[src/rtl/load_store_unit_if.sv]
// Core/memory bus bundle for the load/store unit: request handshake on one side,
// word-organised data memory port on the other.
interface load_store_unit_if;
    logic        req;
    logic        is_store;
    logic [1:0]  size;
    logic        unsigned_ld;
    logic [31:0] addr;
    logic [31:0] wdata;
    logic        ready;
    logic        done;
    logic        fault;
    logic [31:0] rdata;
    logic [31:0] mem_address;
    logic [31:0] mem_write_data;
    logic [31:0] mem_read_data;
    logic        mem_write;
    logic        mem_read;

    modport master (
        output req, is_store, size, unsigned_ld, addr, wdata, mem_read_data,
        input  ready, done, fault, rdata, mem_address, mem_write_data, mem_write, mem_read
    );

    modport slave (
        input  req, is_store, size, unsigned_ld, addr, wdata, mem_read_data,
        output ready, done, fault, rdata, mem_address, mem_write_data, mem_write, mem_read
    );
endinterface

[src/rtl/load_store_unit.sv]
// Load/store unit: word-aligned memory accesses, read-modify-write for sub-word
// stores, sign/zero extension of loads and misalignment/range fault detection.
module load_store_unit #(
    parameter int unsigned MEM_BYTES = 4096,
    parameter int unsigned DATA_W    = 32
) (
    input  logic             clk_i,
    input  logic             rst_ni,
    load_store_unit_if.slave lsu
);

    typedef enum logic [2:0] {IDLE, LOAD, RMW_RD, WRITE, DONE} state_e;

    state_e              state_q, state_d;
    logic [1:0]          lane_q;
    logic [1:0]          size_q;
    logic                unsigned_q;
    logic                fault_q, fault_d;
    logic [15:0]         wdata_q;
    logic                ready_q, done_q, fault_out_q, mem_read_q, mem_write_q;
    logic [DATA_W-1:0]   rdata_q, mem_address_q, mem_write_data_q;

    logic                accept;
    logic                is_word;
    logic                req_fault;
    logic [7:0]          byte_v;
    logic [15:0]         half_v;
    logic [DATA_W-1:0]   load_ext;
    logic [DATA_W-1:0]   merged;

    // Size 11 decodes as a word, so bit 1 alone marks a word access.
    always_comb begin
        accept    = (state_q == IDLE) && lsu.req;
        is_word   = lsu.size[1];
        req_fault = ((lsu.size == 2'b01) && lsu.addr[0])
                  || (is_word && (lsu.addr[1:0] != 2'b00))
                  || (lsu.addr >= 32'(MEM_BYTES));
        fault_d   = accept ? req_fault : fault_q;
    end

    always_comb begin
        state_d = state_q;
        case (state_q)
            IDLE: begin
                if (lsu.req) begin
                    if (req_fault)          state_d = DONE;
                    else if (!lsu.is_store) state_d = LOAD;
                    else if (is_word)       state_d = WRITE;
                    else                    state_d = RMW_RD;
                end
            end
            LOAD:    state_d = DONE;
            RMW_RD:  state_d = WRITE;
            WRITE:   state_d = DONE;
            DONE:    state_d = IDLE;
            default: state_d = IDLE;
        endcase
    end

    // Lane extraction for loads and lane merge for the read-modify-write path.
    always_comb begin
        byte_v   = lsu.mem_read_data[{lane_q, 3'b000} +: 8];
        half_v   = lsu.mem_read_data[{lane_q[1], 4'b0000} +: 16];
        load_ext = lsu.mem_read_data;
        merged   = lsu.mem_read_data;
        case (size_q)
            2'b00: begin
                load_ext = unsigned_q ? {24'b0, byte_v} : {{24{byte_v[7]}}, byte_v};
                merged[{lane_q, 3'b000} +: 8] = wdata_q[7:0];
            end
            2'b01: begin
                load_ext = unsigned_q ? {16'b0, half_v} : {{16{half_v[15]}}, half_v};
                merged[{lane_q[1], 4'b0000} +: 16] = wdata_q;
            end
            default: ;
        endcase
    end

    // Outputs are registered from the next state so they change only at an edge,
    // except reset, which clears them (and drops mem_write) immediately.
    always_ff @(posedge clk_i or negedge rst_ni) begin
        if (!rst_ni) begin
            state_q          <= IDLE;
            lane_q           <= 2'b00;
            size_q           <= 2'b00;
            unsigned_q       <= 1'b0;
            fault_q          <= 1'b0;
            wdata_q          <= '0;
            ready_q          <= 1'b1;
            done_q           <= 1'b0;
            fault_out_q      <= 1'b0;
            mem_read_q       <= 1'b0;
            mem_write_q      <= 1'b0;
            rdata_q          <= '0;
            mem_address_q    <= '0;
            mem_write_data_q <= '0;
        end else begin
            state_q     <= state_d;
            fault_q     <= fault_d;
            ready_q     <= (state_d == IDLE);
            done_q      <= (state_d == DONE);
            fault_out_q <= (state_d == DONE) && fault_d;
            mem_read_q  <= (state_d == LOAD) || (state_d == RMW_RD);
            mem_write_q <= (state_d == WRITE);
            if (accept) begin
                lane_q        <= lsu.addr[1:0];
                size_q        <= lsu.size;
                unsigned_q    <= lsu.unsigned_ld;
                wdata_q       <= lsu.wdata[15:0];
                mem_address_q <= {lsu.addr[31:2], 2'b00};
                if (is_word && lsu.is_store && !req_fault)
                    mem_write_data_q <= lsu.wdata;
            end
            if (state_q == LOAD)
                rdata_q <= load_ext;
            if (state_q == RMW_RD)
                mem_write_data_q <= merged;
        end
    end

    assign lsu.ready          = ready_q;
    assign lsu.done           = done_q;
    assign lsu.fault          = fault_out_q;
    assign lsu.rdata          = rdata_q;
    assign lsu.mem_address    = mem_address_q;
    assign lsu.mem_write_data = mem_write_data_q;
    assign lsu.mem_read       = mem_read_q;
    assign lsu.mem_write      = mem_write_q;

endmodule

[src/flat_wrapper.sv]
// flat-port wrapper written by rule: the top's interface ports become plain ports
module load_store_unit_flat 
#(
    parameter int unsigned MEM_BYTES = 4096,
    parameter int unsigned DATA_W    = 32
)
  (clk_i, rst_ni, lsu_req, lsu_is_store, lsu_size, lsu_unsigned_ld, lsu_addr, lsu_wdata, lsu_mem_read_data, lsu_ready, lsu_done, lsu_fault, lsu_rdata, lsu_mem_address, lsu_mem_write_data, lsu_mem_write, lsu_mem_read);
  load_store_unit_if lsu_i ();
  input  logic clk_i;
  input  logic rst_ni;
  input wire logic [$bits(lsu_i.req)-1:0] lsu_req;
  input wire logic [$bits(lsu_i.is_store)-1:0] lsu_is_store;
  input wire logic [$bits(lsu_i.size)-1:0] lsu_size;
  input wire logic [$bits(lsu_i.unsigned_ld)-1:0] lsu_unsigned_ld;
  input wire logic [$bits(lsu_i.addr)-1:0] lsu_addr;
  input wire logic [$bits(lsu_i.wdata)-1:0] lsu_wdata;
  input wire logic [$bits(lsu_i.mem_read_data)-1:0] lsu_mem_read_data;
  output wire logic [$bits(lsu_i.ready)-1:0] lsu_ready;
  output wire logic [$bits(lsu_i.done)-1:0] lsu_done;
  output wire logic [$bits(lsu_i.fault)-1:0] lsu_fault;
  output wire logic [$bits(lsu_i.rdata)-1:0] lsu_rdata;
  output wire logic [$bits(lsu_i.mem_address)-1:0] lsu_mem_address;
  output wire logic [$bits(lsu_i.mem_write_data)-1:0] lsu_mem_write_data;
  output wire logic [$bits(lsu_i.mem_write)-1:0] lsu_mem_write;
  output wire logic [$bits(lsu_i.mem_read)-1:0] lsu_mem_read;
  assign lsu_i.req = lsu_req;
  assign lsu_i.is_store = lsu_is_store;
  assign lsu_i.size = lsu_size;
  assign lsu_i.unsigned_ld = lsu_unsigned_ld;
  assign lsu_i.addr = lsu_addr;
  assign lsu_i.wdata = lsu_wdata;
  assign lsu_i.mem_read_data = lsu_mem_read_data;
  assign lsu_ready = lsu_i.ready;
  assign lsu_done = lsu_i.done;
  assign lsu_fault = lsu_i.fault;
  assign lsu_rdata = lsu_i.rdata;
  assign lsu_mem_address = lsu_i.mem_address;
  assign lsu_mem_write_data = lsu_i.mem_write_data;
  assign lsu_mem_write = lsu_i.mem_write;
  assign lsu_mem_read = lsu_i.mem_read;
  load_store_unit #(.MEM_BYTES(MEM_BYTES), .DATA_W(DATA_W)) u_core (.clk_i(clk_i), .rst_ni(rst_ni), .lsu(lsu_i));
endmodule
[config.mk]
export PLATFORM = sky130hd
export DESIGN_NAME = load_store_unit_flat
export DESIGN_NICKNAME = d
export VERILOG_FILES = /design/src/rtl/load_store_unit_if.sv /design/src/rtl/load_store_unit.sv /design/src/flat_wrapper.sv
export SDC_FILE = /design/constraint.sdc
export NUM_CORES = 1
export LEC_CHECK = 0
export ABC_CLOCK_PERIOD_IN_PS = 3000
export BUFFER_PORTS_ARGS = -buffer_cell sky130_fd_sc_hd__buf_2
export CORE_UTILIZATION = 45
export CTS_CLUSTER_DIAMETER = 50
export DETAILED_ROUTE_END_ITERATION = 12
export GPL_ROUTABILITY_DRIVEN = 1
export PLACE_DENSITY = 0.7
export SYNTH_ARGS = -nofsm -noshare
export SYNTH_HDL_FRONTEND = slang
export SYNTH_SLANG_ARGS = --single-unit
[constraint.sdc]
create_clock -name clk_i -period 3 [get_ports clk_i]
set_clock_uncertainty 0.05 [all_clocks]
set_input_delay 0.45 -clock clk_i [delete_from_list [all_inputs] [get_ports clk_i]]
set_output_delay 0.45 -clock clk_i [all_outputs]
set_load 0.03 [all_outputs]
### After elaboration in Yosys (flattened, before gate mapping)

Cells that the tools add are included.

* register bits after elaboration: 124

* muxes and demuxes: 15
* add/subtract/negate cells: 2
* reduce and logical (&&, ||, !) cells: 18
* shift-type cells: 6
* $lt $le $gt $ge: 1
* equality and inequality tests: 9

Operators with widths (count)
* two-way mux 32 bit: 5
* case mux 32 bit (2 select lines): 2
* bitwise mux 32 bit: 2
* >= comparator 32 x 13 -> 1 bit, second input constant: 1
* variable shift 16 x 7 -> 32 bit, first input constant: 1
* variable shift 8 x 7 -> 32 bit, first input constant: 1
* indexed part select 16 x 7 -> 32 bit: 1
* indexed part select 32 x 6 -> 16 bit: 1
* indexed part select 32 x 6 -> 8 bit: 1
* indexed part select 8 x 7 -> 32 bit: 1
* negation 5 -> 7 bit: 2
* == test 3 x 2 -> 1 bit, second input constant: 4
* two-way mux 3 bit: 3
* case mux 3 bit (3 select lines): 1
* == test 3 x 1 -> 1 bit, second input constant: 2
* logical AND 1 bit: 6
* logical NOT 3 bit: 2
* nonzero test 2 bit: 3
* == test 2 x 1 -> 1 bit, second input constant: 2
* == test 3 bit, second input constant: 1
* logical OR 1 bit: 3
* logical NOT 2 bit: 1
* two-way mux 1 bit: 2
* AND reduction 2 bit: 1
* 2 further kinds: 2

### Depth between registers and ports, before layout

* depth in word-level cells: 9
* mapped depth: 9
* depth with buffers taken out: 6

### Worst setup path before layout

Ideal clock, no wire load.

* kind: register to register
* from: register u_core.lane_q[1]
* to: register u_core.mem_write_data_q[19] (netlist: u_core.lsu.mem_write_data[19])
* library setup time: 0.125 ns
* stages on the path, launching flop included: 10
* data arrival time: 2.519 ns
* setup slack: 0.305 ns
* period minus slack after synthesis: 2.695 ns
* data required time: 2.825 ns
* path buffers: 3
* cells stage by stage: dfrtp_1 buf_2 buf_2 clkinv_1 clkbuf_1 ha_1 nor2b_1 a41oi_1 o211ai_1 mux2_4

* word-level cells in the longest chain between the ends: 5
* elaborated cells on any way between the ends: 10
* classes of those cells: add/sub: 2; shift: 4; mux: 4

Ends and longest elaborated chain
* from (decl): line load_store_unit.sv:15 `logic [1:0] lane_q;`
* from (signal assigned): line load_store_unit.sv:106 `lane_q <= lsu.addr[1:0];`
* negation 5 -> 7 bit, on equally long branches: line load_store_unit.sv:73, load_store_unit.sv:69
* indexed part select 16 x 7 -> 32 bit, or another cell as far along: line load_store_unit.sv:73 `merged[{lane_q[1], 4'b0000} +: 16] = wdata_q;`
* bitwise mux 32 bit, on equally long branches: line load_store_unit.sv:73, load_store_unit.sv:69
* case mux 32 bit (2 select lines) *: line load_store_unit.sv:66 `case (size_q)`
* two-way mux 32 bit *: line load_store_unit.sv:116 `if (state_q == RMW_RD)`
* to (signal assigned): line load_store_unit.sv:112 `mem_write_data_q <= lsu.wdata;`
* to (signal assigned): line load_store_unit.sv:117 `mem_write_data_q <= merged;`
* to (decl): line load_store_unit.sv:21 `logic [DATA_W-1:0] rdata_q, mem_address_q, mem_write_data_q;`

Mark *: on every way between the ends. The rest lies on a longest branch, timed or not.
A chain may end at the register's enable or synchronous reset.

### Worst setup path after layout

* from: register u_core.lane_q[1]
* to: register u_core.mem_write_data_q[5] (netlist: u_core.lsu.mem_write_data[5])

Same word-level chain as after synthesis.

==> qor_table.md <==
| Quantity | Value |
| --- | --- |
| Result of the run | finished, final reports clean |
| Antenna diode count | 0 |
| Num rows | 42 |
| Slowest cell delay on critical path | 0.72 ns |
| Primary flip-flop cell chosen by synthesis mapping | sky130_fd_sc_hd__dfrtp_1 |
| Internal power | 3447 uW |
| Data arrival time of the critical path | 2.76 ns |
| Number of buffers and inverters on the critical path | 1 |
| Total placed cells including tap cells | 956 |
| Crit path capture type | flip-flop |
| # clock sinks | 124 |
| Part of the total power dissipated in the clock network | 0.443 |
| Y dimension of the die | 120.6 um |
| R2R Setup Slk | 0.53 ns |
| Clock tree from TritonCTS | built |
| Max FO, Critical Path | 9 |
| Setup crit start | u_core.lane_q[1] |
| Starting density of the core | 0.4688 |
| Tightest Pin Transition | 0.9934 ns |
| Proportion of synthesized chip area in sequential cells | 0.4903 |
| Max Clock Freq | 404.4 MHz |
| Clock-pin slew of the registers on the worst-case setup and hold paths | 0.06 ns |
| Static Leakage | 0.003748 uW |
| Post-detailed-route via-to-cell ratio | 5.955 |
| Commonest non-fill, non-tap cell in the layout | sky130_fd_sc_hd__buf_2 |
| Design Power | 4794 uW |
| Post-synthesis cell area | 6331 sq um |
| First-pass GRT wire length | 31020 um |
| Total number of vias | 5884 |
| Area share of the leading cell type in the synthesized netlist | 0.4862 |
| Overall global routing resource usage | 0.2826 |
| Area of all placed cells without fillers | 8133 sq um |
| Standard cell area after detailed placement | 7520 sq um |
| Vias in the first global route | 5901 |
| Critical register-to-register path endpoint | u_core.lsu.mem_write_data[5] |
| Initial antenna violation count | 0 |
| Clock root buffer master | sky130_fd_sc_hd__clkbuf_16 |
| YS warnings | 0 |
| DRC errors left | 0 |
| Cell type of the slowest stage on the worst timing path | sky130_fd_sc_hd__o41ai_2 |
| WL final | 19700 um |
| Number of distinct library cells after synthesis | 55 |
| CP Cell Sequence | clkinv_1 > ha_1 > nand3b_1 > o41ai_2 > nand3_1 > a41oi_1 |
| Max IR drop VDD | 0.0004040 V |
| Number of pins exceeding their max-slew limit in the final report | 0 |
| Setup repair after global routing missed its margin | false |
| Synth top area cells | sky130_fd_sc_hd__dfrtp_1 (49%), sky130_fd_sc_hd__mux2_2 (9.1%), sky130_fd_sc_hd__nand3_1 (4.2%) |
| CP required | 3.29 ns |
| Final hold slack | 0.02100 ns |
| Die Wd | 120.6 um |
| Remaining antenna violation count | 0 |
| Worst setup SP type | flip-flop |
| Switching part of the total power | 0.2810 |
| Yosys reg bits | 124 |
| Average routed wire per standard cell | 19.94 um |
| Final weighted congestion in routability-driven placement | 0.8756 |
| H-tree levels | 4 |
| Fin crit period | 2.473 ns |
| Class of the most critical hold timing path | in2async |
| Xor and xnor area share after synthesis | 0 |
| Number of input and output port buffers inserted | 201 |
| Source-to-sink clock delay at the later pin of the worst-skew pair | 0.43 ns |
| Adder-cell share of the synthesized area | 0.009881 |
| Number of nets in the final layout | 907 |
| Setup fix buffers added after clock tree synthesis | 0 |
| Relative area change from synthesis to final layout | 28.46% |
| # resized after CTS | 0 |
| Fraction of the mapped netlist area in compound gates | 0.1783 |
| Most area-hungry cell type in the Yosys netlist | sky130_fd_sc_hd__dfrtp_1 |
| Setup-violating endpoint count in the final report | 0 |
| Proportion of synthesized flip-flops having asynchronous set or reset | 1.000 |
| Inserted Clock Buffers | 17 |
| Gate Count Post-Synth | 606 |
| Final cell count without fillers | 988 |
| Reg2Reg Depth | 6 |
| Global route overflow | 0 |
| Combinational family with the most area after synthesis | compound AO/OA/AOI/OAI gates |
| Filler instances | 1137 |
| 1st-pass router iterations | 5 |
| Path type of the worst setup path | reg2reg |
| Number of enable flip-flop cells after synthesis | 0 |
| Highest-count cells in the layout ignoring fill and taps | sky130_fd_sc_hd__buf_2 (200), sky130_fd_sc_hd__dfrtp_1 (123), sky130_fd_sc_hd__nand2_1 (60) |
| Final total negative setup slack | 0 ns |
| Sequential group share of total power | 0.392 |
| Final worst path period share | 0.8242 |
| Hold-fix buffers at CTS | 0 |
| Share of cell area taken by muxes after synthesis | 0.1287 |
| Switching power total | 1347 uW |
| Post-Synth Simple-Gate Area | 0.1494 |
| P per Cell Area | 589.5 nW/um^2 |
| Overall die area | 14550 sq um |
| Worst slew margin relative to its limit | 0.3364 |
| Pin count of the biggest net entering global routing | 54 |
| Dominant delay contributor by cell family on the critical path | compound AO/OA/AOI/OAI gates |
| Violation count after the first detailed-route iteration | 463 |
| Half-perimeter wire length after detailed placement | 14760 um |
| Gate power share | 0.165 |
| Maximum count of clock buffers along a single path | 2 |
| IO Pins | 204 |
| Max capacitance violation total | 0 |
| Standard cell core area | 13510 sq um |
| Final number of hold-violating endpoints | 0 |
| Beginning of the worst register-to-register path | u_core.lane_q[1] |
| Share of final-layout standard cells stronger than drive strength 1 | 0.4002 |
| Mean cell area of the mapped netlist | 10.45 sq um |
==> cell type report <==
cell class | count | area, sq um | area share
multi-input cells | 423 | 2977 | 0.3660
clock buffers | 22 | 474.2 | 0.05831
well taps | 176 | 220.2 | 0.02708
inverters | 12 | 47.55 | 0.005846
repair buffers | 221 | 1171 | 0.1440
clock inverters | 10 | 138.9 | 0.01708
flip-flops and latches | 124 | 3104 | 0.3817
==> cell usage after synthesis (all sizes together), types with 6 or more instances <==
| cell type | count |
|---|---|
| dfrtp | 123 |
| mux2 | 64 |
| nand2 | 60 |
| nand3 | 53 |
| o21ai | 34 |
| nor2 | 33 |
| clkbuf | 30 |
| o211ai | 24 |
| buf | 18 |
| a21oi | 17 |
| a22o | 15 |
| a211oi | 13 |
| inv | 11 |
| and4 | 10 |
| a41oi | 9 |
| a31oi | 8 |
| o31ai | 8 |
| a222oi | 7 |
| a22oi | 7 |
| nor4 | 6 |
==> power by group through the flow <==
stage          combinational (uW)  clock [uW]  sequential, uW
4_1_cts                       789        2140            1880
2_1_floorplan                 370           0            1990
3_5_place_dp                  787           0            1900
6_report                      793        2120            1880
3_3_place_gp                  774           0            1900
5_1_grt                       853        2220            1890
==> how the worst max path moves through the flow <==
| stage | end | slack [ns] | depth (start not counted) |
|---|---|---|---|
| 6_report | u_core.lsu.mem_write_data[5] | 0.53 | 6 |
| 5_1_grt | u_core.lsu.mem_write_data[1] | 0.37 | 6 |
| 4_1_cts | u_core.lsu.mem_write_data[5] | 0.55 | 6 |
| 3_5_place_dp | u_core.lsu.mem_write_data[5] | 0.54 | 6 |
| 3_3_place_gp | u_core.lsu.mem_write_data[17] | 0.65 | 6 |
| 2_1_floorplan | u_core.lsu.mem_write_data[19] | 0.31 | 9 |
==> sequential cells by signal, summed over array words and instances, names as in the netlist <==
name / flops
u_core.lsu.mem_write: 1
u_core.lsu.rdata: 32
u_core.lsu.mem_address: 30
u_core.state_q: 3
u_core.lsu.fault: 1
u_core.lsu.mem_read: 1
u_core.lsu.done: 1
u_core.size_q: 2
u_core.wdata_q: 16
u_core.lane_q: 2
u_core.fault_q: 1
u_core.lsu.mem_write_data: 32
u_core.unsigned_q: 1
u_core.lsu.ready: 1
==> metrics by stage <==
step | setup WS (ns) | util
floorplan | 0.3055 | -
global placement | 0.6505 | 0.5568
detailed placement | 0.5424 | 0.5568
CTS | 0.5530 | 0.6022
global route | 0.3707 | 0.6022
finish | 0.5275 | 0.6022
==> cells by family (layout without fill, tap and decap cells) <==
kind of cell	Yosys count	count (layout)
AO/OA/AOI/OAI	158	158
adder cells (fa/ha/maj)	5	5
other	1	2
buffers and inverters	60	265
flip-flops	124	124
multiplexers	68	68
AND/OR/NAND/NOR	190	190
==> worst reg2reg max path, cell delays in order, from the launching register on <==
cell and delay (ns):
sky130_fd_sc_hd__dfrtp_1 0.47, sky130_fd_sc_hd__clkinv_1 0.20, sky130_fd_sc_hd__ha_1 0.33, sky130_fd_sc_hd__nand3b_1 0.18, sky130_fd_sc_hd__o41ai_2 0.72, sky130_fd_sc_hd__nand3_1 0.18, sky130_fd_sc_hd__a41oi_1 0.26
==> per-layer routing <==
layer / global-route usage / wire length [um] / vias to the layer above
met1: 0.3705 / 8221 / 2884
li1: - / - / 2647
met3: 0.07123 / 1583 / 43
met5: 0 / 0 / -
met4: 0.1335 / 523 / 0
met2: 0.4379 / 9371 / 310
Power figures use the tool's default switching activity.
